===== config.mk =====
export PLATFORM = sky130hd
export DESIGN_NAME = hazard_forward_unit
export DESIGN_NICKNAME = d
export VERILOG_FILES = /design/src/rtl/hazard_forward_unit.sv
export SDC_FILE = /design/constraint.sdc
export NUM_CORES = 1
export LEC_CHECK = 0
export CAP_MARGIN = 20
export CORE_MARGIN = 5
export CORE_UTILIZATION = 45
export DETAILED_ROUTE_END_ITERATION = 6
export GPL_ROUTABILITY_DRIVEN = 0
export PLACE_DENSITY = 0.81
export SKIP_LAST_GASP = 1
export SLEW_MARGIN = 20
export SYNTH_ARGS = -nofsm -noshare
export SYNTH_HDL_FRONTEND = slang
export SYNTH_SLANG_ARGS = --single-unit

===== constraint.sdc =====
create_clock -name Clk -period 5.2 [get_ports Clk]
set_clock_uncertainty 0.2 [all_clocks]
set_input_delay 1.56 -clock Clk [delete_from_list [all_inputs] [get_ports Clk]]
set_output_delay 1.56 -clock Clk [all_outputs]
set_load 0.02 [all_outputs]

===== src/rtl/hazard_forward_unit.sv =====
// Hazard detection and operand forwarding for the RV32I 5-stage pipeline.
// Tracks M/W destination tags and counts load-use stalls and branch flushes.
module hazard_forward_unit #(
    parameter int CNT_W = 16
) (
    input  logic             Clk,
    input  logic             Clear_n,
    input  logic [4:0]       Rs1_d,
    input  logic [4:0]       Rs2_d,
    input  logic [4:0]       Rs1_e,
    input  logic [4:0]       Rs2_e,
    input  logic [4:0]       Rd_e,
    input  logic             RegWrite_e,
    input  logic             Load_e,
    input  logic             PcSrc_e,
    output logic [1:0]       Forward_a_e,
    output logic [1:0]       Forward_b_e,
    output logic             Stall_f,
    output logic             Stall_d,
    output logic             Flush_d,
    output logic             Flush_e,
    output logic [4:0]       Rd_m,
    output logic [4:0]       Rd_w,
    output logic [CNT_W-1:0] Stall_cnt,
    output logic [CNT_W-1:0] Flush_cnt
);

    logic reg_write_m;
    logic reg_write_w;
    logic load_m;
    logic lwstall;
    logic stall;
    logic unused_load_m;

    always_ff @(posedge Clk or negedge Clear_n) begin
        if (!Clear_n) begin
            Rd_m        <= '0;
            Rd_w        <= '0;
            reg_write_m <= 1'b0;
            reg_write_w <= 1'b0;
            load_m      <= 1'b0;
        end else begin
            Rd_m        <= Rd_e;
            reg_write_m <= RegWrite_e;
            load_m      <= Load_e;
            Rd_w        <= Rd_m;
            reg_write_w <= reg_write_m;
        end
    end

    assign unused_load_m = load_m;

    function automatic logic [1:0] fwd_sel(input logic [4:0] rs);
        if (reg_write_m && Rd_m != 5'd0 && Rd_m == rs)
            return 2'b10;
        else if (reg_write_w && Rd_w != 5'd0 && Rd_w == rs)
            return 2'b01;
        else
            return 2'b00;
    endfunction

    always_comb begin
        Forward_a_e = fwd_sel(Rs1_e);
        Forward_b_e = fwd_sel(Rs2_e);
    end

    assign lwstall = Load_e && (Rd_e != 5'd0) &&
                     ((Rd_e == Rs1_d) || (Rd_e == Rs2_d));

    // A taken branch squashes the load-use consumer, so it wins over the stall
    always_comb begin
        stall   = 1'b0;
        Stall_f = 1'b0;
        Stall_d = 1'b0;
        Flush_d = 1'b0;
        Flush_e = 1'b0;
        if (Clear_n) begin
            stall   = lwstall && !PcSrc_e;
            Stall_f = stall;
            Stall_d = stall;
            Flush_d = PcSrc_e;
            Flush_e = PcSrc_e || lwstall;
        end
    end

    always_ff @(posedge Clk or negedge Clear_n) begin
        if (!Clear_n) begin
            Stall_cnt <= '0;
            Flush_cnt <= '0;
        end else begin
            if (Stall_d && Stall_cnt != '1)
                Stall_cnt <= Stall_cnt + 1'b1;
            if (PcSrc_e && Flush_cnt != '1)
                Flush_cnt <= Flush_cnt + 1'b1;
        end
    end

endmodule


* Word-level counts from Yosys, hierarchy flattened
Index checks and enable logic that the tools add are counted.
Cells by class: add/sub/neg operators 2, equal/unequal tests 8, mux-type cells 7, reductions and logical operators 17
Operator list (number):
- adder 16 x 1 -> 16 bit, second input constant | 2
- inequality test 16 bit, second input constant | 2
- == test 5 bit | 6
- nonzero test 5 bit | 3
- logical AND 1 bit | 11
- two-way mux 1 bit | 5
- two-way mux 2 bit | 2
- logical OR 1 bit | 2
- logical NOT 1 bit | 1
Storage, ports and cells: register bits after elaboration 44, input port bits 30, output and inout port bits 50, word-level logic and storage cells 40

* Logic depth before layout (Yosys ltp)
word-level depth 6, mapped depth 6, gate-level depth less buffers 6

* Worst setup path after synthesis
No wires, ideal clock.
path type input to output, start point in Rd_e[3], end point out Stall_f, arrival 2894 ps, required time 3440 ps, slack 546 ps, cell stages on the path 5, buffers on the path 1, cells stage by stage xor2_1 or3b_1 o22a_1 nor2_1 buf_4
On the way: longest elaborated chain between the ends 5
RTL lines:
- start: declaration | line 12 | input logic [4:0] Rd_e,
- == test 5 bit / nonzero test 5 bit (equally long branches) | line 68, 67
- logical OR 1 bit / logical AND 1 bit (equally long branches) | line 68, 67
- logical AND 1 bit * | line 67 | assign lwstall = Load_e && (Rd_e != 5'd0) &&
- logical AND 1 bit * | line 78 | stall = lwstall && !PcSrc_e;
- two-way mux 1 bit *
- end: declaration | line 18 | output logic Stall_f,
Mark *: on every way between the ends. The rest lies on a longest branch, timed or not.

* Worst setup path after layout
start point in Rd_e[3], end point out Stall_f
On the way: longest elaborated chain between the ends 5
RTL lines:
- == test 5 bit / nonzero test 5 bit (equally long branches) | line 68, 67
- logical OR 1 bit / logical AND 1 bit (equally long branches) | line 68, 67
- logical AND 1 bit * | line 67
- logical AND 1 bit * | line 78
- two-way mux 1 bit * | line 77 | if (Clear_n) begin
Marks and branches as above.

==> flow_metrics.py <==
metrics = {
    "timing": {
        "max_slew_margin_pct": 34.6,
        "rsz0062_at_grt": "yes",
        "hold_violations": 0,
        "drv_slew": 0,
        "tightestPinTransition_ns": 0.976,
        "layout_min_cycle_time_ns": 5.18,
        "timing.fmax_ghz": 0.193,
        "fin_crit_sh_pct": 99.5,
        "setup_viol": 0,
    },
    "placed_design": {
        "hpwl_um": 4520,
        "dpl_cell_area_um2": 3290,
        "portBuffers": 79,
    },
    "floorplanning": {
        "fp.dieArea_um2": 6760,
        "row_count": 26,
        "core_um2": 5070,
        "initial_core_util_pct": 46.3,
        "io_pins": 80,
        "chipHeight_um": 82.2,
        "die_x_um": 82.2,
    },
    "routing": {
        "vias_per_cell": 5.27,
        "antenna_left": 0,
        "drtIter0Drc": 42,
        "num_vias": 2007,
        "drc_errors": 0,
        "wire_per_inst_um": 15.2,
        "first_pass_iters": 4,
        "postRouteWirelength_um": 5790,
    },
    "grt": {
        "antenna_found_initial": 0,
        "grt_pass1_wl_um": 9340,
        "overflow": 0,
        "track_usage_pct": 18.2,
        "grt_pass1_vias": 1941,
        "grt_max_degree": 47,
    },
    "clocking": {
        "clk_latency_ns": 0.28,
        "clockBufferDepth": 2,
        "cts_tree": "built",
        "numCtsBuffers": 5,
        "cts.sinks": 44,
        "clk_pin_slew_ns": 0.08,
        "htree_levels": 2,
        "clockRootBuffer": "clkbuf_8",
        "hold_buffers": 0,
    },
    "pwr": {
        "finalPower_w": 0.000900,
        "power_leakage_nw": 1.39,
        "power_density_nw_per_um2": 266,
        "ir_drop_mv": 0.260,
    },
    "run_status": {
        "outcome": "completed",
    },
    "critical_path": {
        "startpoint": "Rd_e[3]",
        "slowest_delay_ns": 0.50,
        "start_kind": "primary input",
        "slowest_stage": "clkdlybuf4s50_1",
        "crit_path_cell_trace": "clkdlybuf4s50_1 -> xor2_1 -> or3b_1 -> o22a_1 -> nor2_1 -> dlygate4sd2_1",
        "critPathKind": "in -> out",
        "critPathCaptureType": "output pin",
        "required_ns": 3.44,
        "rr_startpoint": "Flush_cnt[0]",
        "path_max_fanout": 4,
        "arrival_ns": 3.42,
    },
    "yosys": {
        "ys_types": 37,
        "yosysTopAreaCell": "dfrtp_1",
        "ys.flop_type": "dfrtp_1",
        "syn_inst": 216,
        "synth_edf_count": 0,
        "syn_nets": 248,
        "synth_commonest_cells": "44 x dfrtp_1, 32 x xnor2_1, 23 x xor2_1",
        "synth.area.top_cells": "dfrtp_1 47%, xnor2_1 12%, xor2_1 8.6%",
        "ys_ff_latch": 44,
        "async_reset_ff_share_pct": 100,
        "syn_area_um2": 2350,
        "seq_area_frac_synth_pct": 46.9,
        "yosysTopAreaCellShare_pct": 46.9,
        "yosysMostFrequentCell": "dfrtp_1",
        "avgSynthCellArea_um2": 10.9,
        "ys_warn_count": 0,
    },
    "finish": {
        "final_area_um2": 3380,
        "area_growth_pct": 44.0,
        "diodes": 0,
        "drive_gt1_share_pct": 10.9,
        "fin_nets": 343,
        "seqCellArea_um2": 1100,
        "multi_input_area_um2": 1210,
        "n_fill_cell": 415,
    },
    "min_path": {
        "hold_start": "reg_write_m",
        "hold_class": "reg -> reg",
    },
    "run": {
        "max-cap-violations": 0,
    },
}
==> report_power, final <==
part | total, W | switching, W | internal [W]
Combinational | 0.000249 | 0.000116 | 0.000133
Clock | 0.000223 | 0.000105 | 0.000118
Sequential | 0.000428 | 0.0000500 | 0.000378
==> cell families after synthesis <==
group | after synthesis | synth area share (%)
DFF | 44 | 46.9
AOI/OAI and AO/OA | 15 | 4.74
muxes | 4 | 1.92
and+or+nand+nor | 88 | 23.1
xor gates and xnor gates | 55 | 20.5
buffers and inverters | 8 | 1.71
adders and majority gates | 2 | 1.07
==> area by class of cell <==
type	count	share of cell area (%)
clock buffer	7	2.85
inverter	4	0.444
multi-input combinational	164	35.7
sequential	44	32.6
tap	70	2.59
timing repair buffer	92	25.9
==> per-layer routing <==
layer	track usage, %	part of all wire, %	vias up
met5	0	0	-
met4	5.98	1.7	0
met3	4.34	6.1	9
met2	30.6	48	70
met1	23.0	44	960
li1	-	-	968
==> layout by cell type (no fill, tap or decap), types with 2 or more instances in the layout <==
| master | n |
|---|---|
| o21a_1 | 2 |
| clkdlybuf4s50_1 | 71 |
| clkbuf_8 | 7 |
| xor2_1 | 23 |
| a31oi_1 | 3 |
| nand3_1 | 22 |
| ha_1 | 2 |
| nor4_1 | 4 |
| nand2b_1 | 2 |
| mux2_1 | 2 |
| dfrtp_1 | 44 |
| nand4_1 | 11 |
| nor2_1 | 7 |
| or4_4 | 2 |
| mux2_2 | 2 |
| and3_1 | 4 |
| or4_1 | 5 |
| dlygate4sd2_1 | 5 |
| a21oi_1 | 2 |
| inv_1 | 4 |
| buf_4 | 13 |
| o21ai_0 | 4 |
| nor3_1 | 7 |
| nand2_1 | 6 |
| xnor2_1 | 32 |
| and2_1 | 4 |
| nand3_2 | 2 |
| and4_1 | 5 |
==> per-stage QoR <==
step	setup slack, ns	utilization [%]	TNS (ns)	cells	hold slack, ns
finish	0.0238	66.6	0	381	0.192
floorplan	0.546	-	0	216	0.148
global route	-0.0624	66.6	-0.118	381	0.215
CTS	0.0194	66.6	0	381	0.196
detailed placement	-0.241	64.9	-0.919	374	0.179
global placement	-0.214	64.9	-0.739	374	0.169
==> repair_timing <==
action	4_1_cts	5_1_grt
gates resized for setup	6	3
endpoints found under the setup margin	6	4
buffers inserted	0	0
==> worst max-delay path, delay by kind of cell <==
family | cells | cell delay (ns)
AOI/OAI and AO/OA | 1 | 0.24
xor gates and xnor gates | 1 | 0.21
buffers and inverters | 2 | 0.86
and+or+nand+nor | 2 | 0.55
==> state kept, by name, indices dropped and copies added, names as in the netlist <==
signal,count
Flush_cnt,16
Rd_w,5
reg_write_w,1
Rd_m,5
Stall_cnt,16
reg_write_m,1
==> final timing paths <==
path	slack, ns	end	cells past startpoint
setup / recovery	0.02	Stall_f	6
hold / removal	0.19	reg_write_w	0
setup reg to reg	2.75	Flush_cnt[3]	5
hold reg to reg	0.19	reg_write_w	0
max in group asynchronous	3.21	Rd_m[4]	2
min in group asynchronous	1.20	Stall_cnt[14]	2
(Power assumes the default switching activity.)
